File: config.mk
export PLATFORM = sky130hd
export DESIGN_NAME = mem_arbiter
export DESIGN_NICKNAME = d
export VERILOG_FILES = /design/src/rtl/mem_arb_pkg.sv /design/src/rtl/rr_arb2.sv /design/src/rtl/mem_arbiter.sv
export SDC_FILE = /design/constraint.sdc
export NUM_CORES = 1
export LEC_CHECK = 0
export ABC_AREA = 1
export CORE_ASPECT_RATIO = 1.2
export CORE_MARGIN = 2
export CORE_UTILIZATION = 44
export DETAILED_ROUTE_END_ITERATION = 6
export GPL_ROUTABILITY_DRIVEN = 0
export PLACE_DENSITY_LB_ADDON = 0.25
export SLEW_MARGIN = 20
export SYNTH_ARGS = -nofsm -noshare
export SYNTH_HDL_FRONTEND = slang
export SYNTH_SLANG_ARGS = --single-unit
File: constraint.sdc
create_clock -name clk -period 2.96 [get_ports clk]
set_input_delay 0.592 -clock clk [delete_from_list [all_inputs] [get_ports clk]]
set_output_delay 0.592 -clock clk [all_outputs]
set_load 0.05 [all_outputs]
File: src/rtl/mem_arb_pkg.sv
// Shared types for the unified I/D memory arbiter: FSM state and grant side encoding.
package mem_arb_pkg;

  typedef enum logic [1:0] {
    IDLE = 2'd0,
    BUSY = 2'd1,
    RESP = 2'd2
  } state_e;

  typedef enum logic {
    GNT_I = 1'b0,
    GNT_D = 1'b1
  } gnt_e;

endpackage

File: src/rtl/rr_arb2.sv
// Two-input round-robin picker: on contention the side opposite to the previous grant wins.
module rr_arb2
  import mem_arb_pkg::*;
(
  input  logic req_i,
  input  logic req_d,
  input  gnt_e last,
  output logic valid,
  output gnt_e grant
);

  always_comb begin
    valid = req_i | req_d;
    grant = GNT_I;
    if (req_i && req_d) begin
      grant = (last == GNT_I) ? GNT_D : GNT_I;
    end else if (req_d) begin
      grant = GNT_D;
    end
  end

endmodule

File: src/rtl/mem_arbiter.sv
// Single-port memory arbiter between fetch (I) and memory stage (D); one registered
// transaction at a time, one-cycle ack, stall requests for the hazard unit.
module mem_arbiter
  import mem_arb_pkg::*;
#(
  parameter int AW = 32,
  parameter int DW = 32
) (
  input  logic            clk,
  input  logic            reset,
  input  logic            i_req,
  input  logic [AW-1:0]   i_addr,
  input  logic            i_flush,
  output logic [DW-1:0]   i_rdata,
  output logic            i_ack,
  input  logic            d_req,
  input  logic            d_we,
  input  logic [AW-1:0]   d_addr,
  input  logic [DW-1:0]   d_wdata,
  input  logic [DW/8-1:0] d_wmask,
  output logic [DW-1:0]   d_rdata,
  output logic            d_ack,
  output logic            mem_req,
  output logic            mem_we,
  output logic [AW-1:0]   mem_addr,
  output logic [DW-1:0]   mem_wdata,
  output logic [DW/8-1:0] mem_wmask,
  input  logic [DW-1:0]   mem_rdata,
  input  logic            mem_ready,
  output logic            stall_if,
  output logic            stall_mem
);

  state_e          state_q, state_d;
  gnt_e            grant_q, grant_d;
  gnt_e            last_q, last_d;
  logic            drop_q, drop_d;
  logic            mem_req_q, mem_req_d;
  logic            mem_we_q, mem_we_d;
  logic [AW-1:0]   mem_addr_q, mem_addr_d;
  logic [DW-1:0]   mem_wdata_q, mem_wdata_d;
  logic [DW/8-1:0] mem_wmask_q, mem_wmask_d;
  logic [DW-1:0]   i_rdata_q, i_rdata_d;
  logic [DW-1:0]   d_rdata_q, d_rdata_d;

  logic arb_valid;
  gnt_e arb_grant;
  logic grant_ok;

  // A flush alongside a D request still counts as I contention; a lone flushed fetch gets nothing.
  rr_arb2 u_rr_arb2 (
    .req_i (i_req | i_flush),
    .req_d (d_req),
    .last  (last_q),
    .valid (arb_valid),
    .grant (arb_grant)
  );

  assign grant_ok = arb_valid & ~(i_flush & ~d_req);

  always_ff @(posedge clk) begin
    if (reset) begin
      state_q     <= IDLE;
      grant_q     <= GNT_I;
      last_q      <= GNT_I;
      drop_q      <= 1'b0;
      mem_req_q   <= 1'b0;
      mem_we_q    <= 1'b0;
      mem_addr_q  <= '0;
      mem_wdata_q <= '0;
      mem_wmask_q <= '0;
      i_rdata_q   <= '0;
      d_rdata_q   <= '0;
    end else begin
      state_q     <= state_d;
      grant_q     <= grant_d;
      last_q      <= last_d;
      drop_q      <= drop_d;
      mem_req_q   <= mem_req_d;
      mem_we_q    <= mem_we_d;
      mem_addr_q  <= mem_addr_d;
      mem_wdata_q <= mem_wdata_d;
      mem_wmask_q <= mem_wmask_d;
      i_rdata_q   <= i_rdata_d;
      d_rdata_q   <= d_rdata_d;
    end
  end

  always_comb begin
    state_d     = state_q;
    grant_d     = grant_q;
    last_d      = last_q;
    drop_d      = drop_q;
    mem_req_d   = mem_req_q;
    mem_we_d    = mem_we_q;
    mem_addr_d  = mem_addr_q;
    mem_wdata_d = mem_wdata_q;
    mem_wmask_d = mem_wmask_q;
    i_rdata_d   = i_rdata_q;
    d_rdata_d   = d_rdata_q;
    unique case (state_q)
      IDLE: begin
        if (grant_ok) begin
          state_d   = BUSY;
          grant_d   = arb_grant;
          last_d    = arb_grant;
          mem_req_d = 1'b1;
          // A fetch granted while being flushed still runs but is never acknowledged.
          drop_d    = (arb_grant == GNT_I) && i_flush;
          if (arb_grant == GNT_D) begin
            mem_we_d    = d_we;
            mem_addr_d  = d_addr;
            mem_wdata_d = d_wdata;
            mem_wmask_d = d_wmask;
          end else begin
            mem_we_d    = 1'b0;
            mem_addr_d  = i_addr;
            mem_wdata_d = '0;
            mem_wmask_d = '0;
          end
        end
      end
      BUSY: begin
        if (i_flush && grant_q == GNT_I) begin
          drop_d = 1'b1;
        end
        if (mem_ready) begin
          mem_req_d = 1'b0;
          state_d   = RESP;
          if (grant_q == GNT_I) begin
            i_rdata_d = mem_rdata;
          end else if (!mem_we_q) begin
            d_rdata_d = mem_rdata;
          end
        end
      end
      RESP: begin
        state_d = IDLE;
        drop_d  = 1'b0;
      end
      default: begin
        state_d = IDLE;
      end
    endcase
  end

  always_comb begin
    i_ack = (state_q == RESP) && (grant_q == GNT_I) && !drop_q && !i_flush;
    d_ack = (state_q == RESP) && (grant_q == GNT_D);
  end

  assign stall_if  = i_req & ~i_ack & ~i_flush;
  assign stall_mem = d_req & ~d_ack;

  assign mem_req   = mem_req_q;
  assign mem_we    = mem_we_q;
  assign mem_addr  = mem_addr_q;
  assign mem_wdata = mem_wdata_q;
  assign mem_wmask = mem_wmask_q;
  assign i_rdata   = i_rdata_q;
  assign d_rdata   = d_rdata_q;

endmodule

### Yosys cells after proc, flatten, opt, wreduce, memory -nomap -nowiden

Index checks and enable logic that the tools add are counted.

* register bits after elaboration: 138
* bits of input ports: 139
* output and inout port bits: 138
* word-level logic and storage cells: 64

* equal/unequal tests: 5
* multiplexer cells: 16
* bitwise logic cells: 15
* reductions and logical operators: 18

Operators by type and width (number)
* 32-bit 2-to-1 mux: 2
* 3-bit AND reduction: 3
* 1-bit 2-to-1 mux: 8
* 1-bit NOT: 8
* 1-bit logical AND: 7
* 2-bit != test, second input constant: 3
* 1-bit AND: 5
* 2-bit 2-to-1 mux: 2
* 4-bit 2-to-1 mux: 1
* 2-bit one-hot mux with 2 select lines: 1
* 2-bit AND reduction: 2
* 4-bit AND reduction: 1
* 1-bit one-hot mux with 3 select lines: 1
* 3-bit nonzero test: 1
* 2-bit by 1-bit == test with 1-bit output, second input constant: 1
* 2-bit == test, second input constant: 1
* 1-bit zero test: 2
* 2-bit zero test: 1
* 1-bit bitwise OR: 2
* 1-bit one-hot mux with 2 select lines: 1
* 2-bit nonzero test: 1

### Depth between registers and ports, before layout

Gate-level depths: netlist of the first run.

* depth in word-level cells: 7
* mapped depth: 9
* depth with buffers taken out: 9

### By module

Synthesis of the first run repeated with hierarchy kept, for this count alone.

* cell total of the unflattened synthesis: 739
* area, all modules: 5332.6 µm²

By module, submodules not included
* mem_arbiter: times used 1, cells an instance 736, area each 5317.6 µm², seq. area each 2762.6 µm²
* rr_arb2: times used 1, cells an instance 3, area each 15.0 µm², seq. area each 0.0 µm²

### Worst setup path before layout of the first run

Ideal clock, no wire load.

* path kind: flip-flop to output port
* from: register state_q[0]
* to: output stall_if
* data arrival time: 1.767 ns
* required time: 2.368 ns
* setup slack: 0.601 ns
* cell stages (with the launch flop): 6
* path buffers: 0
* path through: dfxtp_1 -> inv_1 -> ha_1 -> nand3_1 -> nor2_1 -> nor2_1

* word-level cells in the longest chain between the ends: 7

Ends and longest elaborated chain
* from (decl): line mem_arbiter.sv:34 `state_e state_q, state_d;`
* from (signal assigned): line mem_arbiter.sv:75 `state_q <= state_d;`
* 2-bit == test: line mem_arbiter.sv:148 `i_ack = (state_q == RESP) && (grant_q == GNT_I) && !drop_q && !i_flush;`
* 1-bit logical AND (3 in a row): line mem_arbiter.sv:148
* via i_ack: line mem_arbiter.sv:15 `output logic i_ack,`
* 1-bit NOT: line mem_arbiter.sv:152 `assign stall_if = i_req & ~i_ack & ~i_flush;`
* 1-bit AND (2 in a row): line mem_arbiter.sv:152
* to (decl): line mem_arbiter.sv:30 `output logic stall_if,`

The timed path passes the listed nets, and every way through them passes these cells.

### Worst setup path after layout of the first run

* from: register state_q[0]
* to: output d_ack

* word-level cells in the longest chain between the ends: 2

Ends and longest elaborated chain
* 2-bit == test: line mem_arbiter.sv:149 `d_ack = (state_q == RESP) && (grant_q == GNT_D);`
* 1-bit logical AND: line mem_arbiter.sv:149
* to (decl): line mem_arbiter.sv:22 `output logic d_ack,`

No other way between the ends.

==> metrics.md, run 1 <==
| Metric | Value |
|---|---|
| Status | completed |
| Root Buffer | clkbuf_16 |
| Largest net degree at the start of global routing | 73 |
| GRT overflow | 0 |
| Peak VDD IR | 0.401 mV |
| P_sw | 2.10 mW |
| Setup CP Type | reg2out |
| Crit path to | d_ack |
| Hold Crit Class | reg2reg |
| Yosys reg bits | 138 |
| HPWL Detailed | 12.3 mm |
| Worst Skew | 8.74 ps |
| Synth Net Count | 926 |
| WHS | 459 ps |
| Flop pwr share | 34.9% |
| Worst setup margin | 313 ps |
| Sequential cell area | 2760 um2 |
| Clk sinks | 138 |
| Critical Path Source | state_q[0] |
| Synth Flop Type | dfxtp_1 |
| GRT Resource Usage Total | 26.0% |
| # IOs | 277 |
| Area Overhead vs Synth | 60.1% |
| Worst Setup End Kind | primary output |
| Area taken by multi-input logic gates | 2320 um2 |
| Maximum capacitance violations | 0 |
| Asr flop ratio synth | 0% |
| Synth Warn # | 0 |
| Critical path arrival | 2060 ps |
| FP Rows | 45 |
| R2R Path End | i_rdata[16] |
| Reg2reg start | state_q[1] |
| P_leak | 3.87 nW |
| R2R Setup Slk | 950 ps |
| Synth Area per Inst | 7.22 um2 |
| Post-detailed-routing wire length | 18.3 mm |
| Num CTS Buffers | 17 |
| Nets | 1175 |
| Fmax | 378 MHz |
| Initial Util | 44.8% |
| Post-synth cell types | 18 |
| Clock Power Share | 35.1% |
| Cell Pwr Density | 676 nW/um2 |
| Iter 0 DRT Violations | 291 |
| Switching share of total power | 34.3% |
| TritonCTS clock tree | done |
| Vias | 5981 |
| Hold Fails Final Rpt | 0 |
| Worst skew pair latency | 410 ps |
| Sequential share of the synthesized area | 48.8% |
| Worst reg2reg path depth | 7 |
| Inserted Diodes | 0 |
| Mapped Area | 5660 um2 |
| Port Buf Inserts | 276 |
| CP startpoint kind | register |
| Hold-fix buffers, CTS | 0 |
| Critical path peak fanout | 3 |
| Core area | 12600 um2 |
| Post-route DRC violation count | 0 |
| Unrepaired setup endpoints after global routing | no |
| Most frequent cells in the layout | clkdlybuf4s50_1, dfxtp_1, nor2_1 |
| Setup-failing EPs final | 0 |
| Internal Power | 4.02 mW |
| Dpl ws | 605 ps |
| Period minus WS final | 2650 ps |
| Max-slew violations | 0 |
| Die X | 107 um |
| Power Total | 6.12 mW |
| Commonest non-fill, non-tap cell in the layout | clkdlybuf4s50_1 |
| Logic pwr share | 30.0% |
| Vias in the first global route | 5600 |
| Post-CTS Resized | 0 |
| Chip height | 128 um |
| Slew of the pin with the lowest slew margin | 1090 ps |
| Placed insts | 1177 |
| Worst EP required | 2370 ps |
| Initial antenna violation count | 0 |
| Initial DRT Pass Iterations | 5 |
| Finished Layout Cells | 1209 |
| Sum of negative setup slack | 0 ps |
| FILL cells | 1031 |
| Wire per inst | 15.2 um |
| Post-DP Area | 8450 um2 |
| Max clock buf depth | 2 |
| Slew HR | 27.2% |
| Die ar. | 13800 um2 |
| EDFF count, synth | 0 |
| WHS Path Cells | 2 |
| Final ANT Viol Nets | 0 |
| Fin crit share | 89.4% |
| # Post-CTS Setup Buffers | 0 |
| H-tree depth | 4 |
| Final instance area | 9050 um2 |
| Vias per inst | 4.95 |
| Layout cells sized above 1 | 5.55% |
| CTS clk-pin slew, worst paths | 60 ps |
| First-pass GRT wire length | 28.3 mm |
| Post-Synthesis Cells | 783 |
| Final Util | 71.8% |
## worst max-delay path, stage by stage, from the launching register on
cell and delay [ps]:
dfxtp_1 330, inv_1 110, ha_1 210, nand2_1 70, inv_1 110, clkdlybuf4s50_1 830
## final cells by class
type                       count  area share (%)
timing repair buffer         289            31.7
sequential                   138            30.5
multi-input combinational    507            25.6
clock buffer                  18            4.74
inverter                      79            3.27
tap                          164            2.27
clock inverter                14            1.91
## how the worst min path moves through the flow
| stage | start | to |
|---|---|---|
| after floorplan | state_q[1] | state_q[1] |
| after global placement | mem_req | mem_req |
| after detailed placement | mem_req | mem_req |
| after CTS | mem_wdata[6] | mem_wdata[6] |
| after global routing | mem_wdata[15] | mem_wdata[15] |
| final | mem_req | mem_req |
## power by group through the flow
| stage | Sequential (mW) | Combinational [mW] | Clock [mW] |
|---|---|---|---|
| after global placement | 2.17 | 1.82 | 0 |
| final | 2.14 | 1.83 | 2.15 |
| after CTS | 2.14 | 1.84 | 2.19 |
| after global routing | 2.16 | 1.96 | 2.29 |
| after detailed placement | 2.17 | 1.83 | 0 |
| after floorplan | 2.78 | 0.548 | 0 |
## flip-flops by register name, indices dropped and copies added, names as in the netlist
register / count
d_rdata: 32
i_rdata: 32
mem_wmask: 4
mem_req: 1
state_q: 2
drop_q: 1
last_q: 1
mem_wdata: 32
mem_addr: 32
mem_we: 1
## metal layers
layer / share of wire, % / global-route usage, % / routed length, um / up-vias
met5: 0 / 0 / 0 / -
met4: 2.4 / 10.6 / 446 / 0
met3: 10 / 9.86 / 1840 / 26
met1: 41 / 30.5 / 7430 / 2692
li1: - / - / - / 3019
met2: 47 / 42.5 / 8630 / 244
## synth_stat cells (3+ instances only)
| library cell | count | area, um2 |
|---|---|---|
| inv_2 | 5 | 18.8 |
| buf_6 | 3 | 33.8 |
| inv_1 | 74 | 278 |
| nand2_1 | 120 | 450 |
| buf_2 | 31 | 155 |
| a21oi_1 | 74 | 370 |
| clkbuf_1 | 24 | 90.1 |
| nor2_1 | 134 | 503 |
| nand4_1 | 37 | 231 |
| ha_1 | 4 | 50.1 |
| o21ai_0 | 65 | 325 |
| dfxtp_1 | 138 | 2760 |
| nand3_1 | 69 | 345 |
## cells by family (layout without fill, tap and decap cells)
kind of cell             Yosys count  in the layout  synth area share, %
buffers and inverters            138            400                 10.2
flip-flops                       138            138                 48.8
AO/OA/AOI/OAI                    140            140                 12.5
adder cells (fa/ha/maj)            4              4                0.885
AND/OR/NAND/NOR                  363            363                 27.6
Note: power is estimated with default switching activity, not from simulation.
==> run 2: changes to the inputs <==
Settings changed: ABC_AREA 1 to 0, CORE_UTILIZATION 44 to 42.
==> run 2 against run 1 <==
Compared with the run above:
- count of clock-buffer cells in the layout increased by 1
- synthesized cell count decreased by 25%
- wire length decreased by 6.7%
- final cell count decreased by 16%
- clock skew increased by 0.76 ps
- via count decreased by 11%
- largest cell class unchanged
- design area decreased by 6.3%
- global-route usage decreased by 0.11 points
- largest power group unchanged
- critical path type unchanged
- power decreased by 3.6%
- fmax decreased by 1.3%
==> metrics.md, run 2 <==
| Metric | Value |
|---|---|
| Post-route DRC violation count | 0 (unchanged) |
| Post-Synthesis Cells | 588 (-25%) |
| Vias | 5306 (-11%) |
| Fin crit share | 90.6% (+1.2 points) |
| Synth Net Count | 731 (-21%) |
| Placed insts | 988 (-16%) |
| Vias per inst | 5.20 (+5.2%) |
| Synth Area per Inst | 8.52 um2 (+18%) |
| HPWL Detailed | 11.9 mm (-2.6%) |
| Area Overhead vs Synth | 69.4% |
| Worst Setup End Kind | primary output |
| Cell Pwr Density | 695 nW/um2 (+2.9%) |
| Period minus WS final | 2680 ps (+34.6 ps) |
| Most common cell in the netlist | nand2_1 |
| # Post-CTS Setup Buffers | 0 (unchanged) |
| Asr flop ratio synth | 0% (unchanged) |
| Hold Fails Final Rpt | 0 (unchanged) |
| GRT overflow | 0 (unchanged) |
| Status | completed |
| Post-CTS Resized | 0 (unchanged) |
| Iter 0 DRT Violations | 258 (-11%) |
| H-tree depth | 4 (unchanged) |
| Synth Warn # | 0 (unchanged) |
| Fmax | 373 MHz (-1.3%) |
| Nets | 993 (-15%) |
| Port Buf Inserts | 276 (unchanged) |
| Initial DRT Pass Iterations | 5 (unchanged) |
| Vias in the first global route | 5341 (-4.6%) |
| Mapped Area | 5010 um2 (-11%) |
| Critical path peak fanout | 4 (+1) |
| Max-slew violations | 0 (unchanged) |
| Die ar. | 12800 um2 (-7.0%) |
| Worst setup margin | 278 ps (-34.6 ps) |
| Post-synth cell types | 29 (+11) |
| Largest cells by area after synthesis | dfxtp_1, a21oi_1, nand2_1 |
| # IOs | 277 (unchanged) |
| Commonest non-fill, non-tap cell in the layout | clkdlybuf4s50_1 |
| CP startpoint kind | register |
| Max clock buf depth | 2 (unchanged) |
| EDFF count, synth | 0 (unchanged) |
| Initial antenna violation count | 0 (unchanged) |
| Worst Skew | 9.49 ps (+0.756 ps) |
| Most frequent cells in the layout | clkdlybuf4s50_1, nand2_1, dfxtp_1 |
| P_leak | 3.12 nW (-19%) |
| Hold Crit Class | reg2reg |
| Unrepaired setup endpoints after global routing | no |
| Dpl ws | 505 ps (-99.6 ps) |
| Layout cells sized above 1 | 6.14% (+0.59 points) |
| Slew HR | 42.8% (+16 points) |
| TritonCTS clock tree | done |
| Final Util | 73.0% (+1.2 points) |
| Sum of negative setup slack | 0 ps (unchanged) |
| Initial Util | 43.1% (-1.7 points) |
| Yosys reg bits | 138 (unchanged) |
| Synth Flop Type | dfxtp_1 |
| Clk sinks | 138 (unchanged) |
| WHS | 453 ps (-6.28 ps) |
| Setup CP Type | reg2out |
| Post-detailed-routing wire length | 17.1 mm (-6.7%) |
| Final ANT Viol Nets | 0 (unchanged) |
| Slew of the pin with the lowest slew margin | 856 ps (-235 ps) |
| Worst skew pair latency | 400 ps (about the same) |
| Synth cell count leaders | nand2_1, dfxtp_1, a21oi_1 |
| CTS clk-pin slew, worst paths | 60 ps (about the same) |
| Maximum capacitance violations | 0 (unchanged) |
| Setup-failing EPs final | 0 (unchanged) |
| Largest net degree at the start of global routing | 65 (-11%) |
| Chip height | 124 um (-3.6%) |
| Root Buffer | clkbuf_16 |
| Inserted Diodes | 0 (unchanged) |
| Critical path arrival | 2090 ps (+30 ps) |
| Wire per inst | 16.8 um (+11%) |
| Synth top area share | 55.1% (+6.3 points) |
| Post-DP Area | 7880 um2 (-6.8%) |
| Worst EP required | 2370 ps (about the same) |
| Peak VDD IR | 0.373 mV (-7.0%) |
| FP Rows | 43 (-4.4%) |
| Final instance area | 8490 um2 (-6.3%) |
| Finished Layout Cells | 1020 (-16%) |
| Cell taking the most area after synthesis | dfxtp_1 |
| Sequential share of the synthesized area | 55.1% (+6.3 points) |
| Die X | 104 um (-3.5%) |
| Num CTS Buffers | 17 (unchanged) |
| Core area | 11600 um2 (-7.9%) |
| GRT Resource Usage Total | 25.9% (-0.11 points) |
| Power Total | 5.90 mW (-3.6%) |
| First-pass GRT wire length | 26.5 mm (-6.2%) |
| Hold-fix buffers, CTS | 0 (unchanged) |
run 2: changes by cell type after synthesis, sizes merged, moves of 32 or more:
cell / previous run / this run
a21oi: 74 / 133
a22o: 0 / 37
inv: 79 / 3
nand2: 121 / 163
nand3: 69 / 1
nand4: 37 / 0
nor2: 134 / 6
o21ai: 66 / 34
run 2: final timing paths:
kind,startpoint,end,slack [ps],cells past startpoint
worst min register to register,d_rdata[3],d_rdata[3],450,2
worst max register to register,state_q[1],i_rdata[23],970,6
worst min-delay path,d_rdata[3],d_rdata[3],450,2
worst max-delay path,state_q[0],d_ack,280,4
run 2: worst max-delay path, stage by stage (launching register included):
cell and delay, ps:
dfxtp_1 310, inv_1 120, ha_1 210, and2_1 210
clkdlybuf4s50_1 830
run 2: cell type report:
cell class                 instances  area, um2
clock buffer                      19        443
timing repair buffer             288       2870
fill                             921       3130
clock inverter                    13        169
inverter                           3       11.3
multi-input combinational        402       2040
tap                              157        196
sequential                       138       2760
run 2: where the power goes:
part | internal, mW | switching, mW
Clock | 1.36 | 0.804
Combinational | 0.598 | 1.01
Sequential | 2.03 | 0.0995
Total | 3.98 | 1.92
run 2: per-layer routing:
metal / global-route usage [%] / vias up / wire length [um] / part of all wire, %
li1: - / 2524 / - / -
met1: 28.3 / 2475 / 6290 / 37
met2: 45.8 / 269 / 8680 / 51
met3: 9.00 / 38 / 1550 / 9.0
met4: 11.6 / 0 / 602 / 3.5
met5: 0 / - / 0 / 0
run 2: logic make-up (layout without fill, tap and decap cells):
kind of cell | Yosys count | after routing | synth area share [%]
AOI/OAI and AO/OA | 209 | 209 | 23.9
and+or+nand+nor | 189 | 189 | 15.4
DFF | 138 | 138 | 55.1
buffers and inverters | 48 | 323 | 4.50
adders and majority gates | 4 | 4 | 0.999
==> run 3: changes to the inputs <==
Settings changed: CORE_UTILIZATION 42 to 40.
==> run 3 against run 2 <==
Compared with the run above:
- flip-flop and latch count stayed put
- global-route usage is 1.9 points lower
- final cell count is 0.49% higher
- core utilization is 3.7 points lower
- wire length is 4.8% lower
- combinational power hardly changed
- count of clock-buffer cells in the layout is 1 lower
- largest power group is now sequential cells
- fmax is 0.92% lower
- clock power is 5% lower
- critical path depth stayed put
- sequential power hardly changed
==> metrics.md, run 3 (synthesized netlist as in run 2, its figures left out) <==
| Metric | Value |
|---|---|
| First-pass GRT wire length | 25.7 mm (-3.2%) |
| Num CTS Buffers | 17 (unchanged) |
| Slew HR | 57.3% (+15 points) |
| Nets | 994 (+0.10%) |
| Fin crit share | 91.4% (+0.84 points) |
| Maximum capacitance violations | 0 (unchanged) |
| Die X | 106 um (+2.4%) |
| Vias in the first global route | 5129 (-4.0%) |
| Layout cells sized above 1 | 6.25% (+0.11 points) |
| Worst Skew | 10.1 ps (+0.626 ps) |
| Cell Pwr Density | 685 nW/um2 (-1.4%) |
| Chip height | 127 um (+2.4%) |
| Worst Setup End Kind | primary output |
| GRT Resource Usage Total | 24.0% (-1.9 points) |
| Period minus WS final | 2710 ps (+25.0 ps) |
| Critical path arrival | 2110 ps (+20 ps) |
| Setup-failing EPs final | 0 (unchanged) |
| Setup CP Type | reg2out |
| Peak VDD IR | 0.332 mV (-11%) |
| Die ar. | 13400 um2 (+4.8%) |
| FP Rows | 44 (+2.3%) |
| Root Buffer | clkbuf_16 |
| # IOs | 277 (unchanged) |
| TritonCTS clock tree | done |
| Worst EP required | 2370 ps (about the same) |
| Max-slew violations | 0 (unchanged) |
| Largest net degree at the start of global routing | 43 (-34%) |
| Vias per inst | 5.04 (-3.1%) |
| Unrepaired setup endpoints after global routing | no |
| Hold-fix buffers, CTS | 0 (unchanged) |
| Hold Fails Final Rpt | 0 (unchanged) |
| Core area | 12200 um2 (+4.7%) |
| P_leak | 3.09 nW (-0.85%) |
| GRT overflow | 0 (unchanged) |
| Final ANT Viol Nets | 0 (unchanged) |
| Area Overhead vs Synth | 68.5% |
| Sum of negative setup slack | 0 ps (unchanged) |
| Post-detailed-routing wire length | 16.3 mm (-4.8%) |
| Fmax | 369 MHz (-0.92%) |
| Most frequent cells in the layout | clkdlybuf4s50_1, nand2_1, dfxtp_1 |
| Iter 0 DRT Violations | 233 (-9.7%) |
| Status | completed |
| Critical path peak fanout | 4 (unchanged) |
| Clk sinks | 138 (unchanged) |
| HPWL Detailed | 11.6 mm (-3.1%) |
| Commonest non-fill, non-tap cell in the layout | clkdlybuf4s50_1 |
| Slew of the pin with the lowest slew margin | 640 ps (-216 ps) |
| Wire per inst | 15.9 um (-5.3%) |
| CP startpoint kind | register |
| Initial Util | 41.2% (-1.9 points) |
| Post-route DRC violation count | 0 (unchanged) |
| Post-CTS Resized | 0 (unchanged) |
| Port Buf Inserts | 276 (unchanged) |
| Inserted Diodes | 0 (unchanged) |
| Power Total | 5.78 mW (-2.0%) |
| Initial antenna violation count | 0 (unchanged) |
| Initial DRT Pass Iterations | 4 (-1) |
| Hold Crit Class | reg2reg |
| H-tree depth | 4 (unchanged) |
| Max clock buf depth | 2 (unchanged) |
| CTS clk-pin slew, worst paths | 60 ps (about the same) |
| # Post-CTS Setup Buffers | 0 (unchanged) |
| Vias | 5167 (-2.6%) |
| Worst skew pair latency | 410 ps (about the same) |
-- run 3: changes by cell type in the layout (fill, tap and decap cells not counted), moves of 2 or more --
cell and change:
buf_4 +3, clkinvlp_4 +3, buf_12 -2, clkinv_4 -2
-- run 3: per-layer routing --
metal	vias to the layer above	global-route usage [%]	share of wire, %
met1	2410	26.5	39
met2	208	42.6	51
li1	2526	-	-
met4	0	8.28	2.1
met3	23	8.22	7.9
met5	-	0	0
-- run 3: worst paths after layout --
check | start | to | slack, ps | depth (start not counted)
worst min-delay path | i_rdata[29] | i_rdata[29] | 450 | 2
worst max-delay path | state_q[0] | d_ack | 250 | 4
worst min register to register | i_rdata[29] | i_rdata[29] | 450 | 2
worst max register to register | state_q[1] | i_rdata[8] | 1040 | 6
-- run 3: power breakdown --
group / switching, mW / internal (mW)
logic: 1.01 / 0.597
registers: 0.0970 / 2.03
clock network: 0.812 / 1.24
-- run 3: worst max-delay path, cell delays in order, from the launching register on --
cell and delay (ps):
dfxtp_1 310, inv_1 120, ha_1 230, and2_1 220, clkdlybuf4s50_1 820
-- run 3: final cells by class --
class | count | area [um2]
clock buffers | 18 | 429
clock inverters | 14 | 149
fillers | 982 | 3720
inverters | 3 | 11.3
multi-input cells | 402 | 2040
flip-flops and latches | 138 | 2760
well taps | 161 | 201
repair buffers | 289 | 2850
-- run 3: stage by stage --
| step | cells | instance area [um2] | utilization, % | hold slack (ps) | worst slack [ps] |
|---|---|---|---|---|---|
| after floorplan | 588 | 5020 | - | 499 | 302 |
| after global placement | 993 | 7860 | 64.6 | 442 | 686 |
| after detailed placement | 993 | 7860 | 64.6 | 447 | 630 |
| after CTS | 1025 | 8440 | 69.4 | 454 | 230 |
| after global routing | 1025 | 8440 | 69.4 | 467 | 145 |
| final | 1025 | 8440 | 69.4 | 453 | 253 |
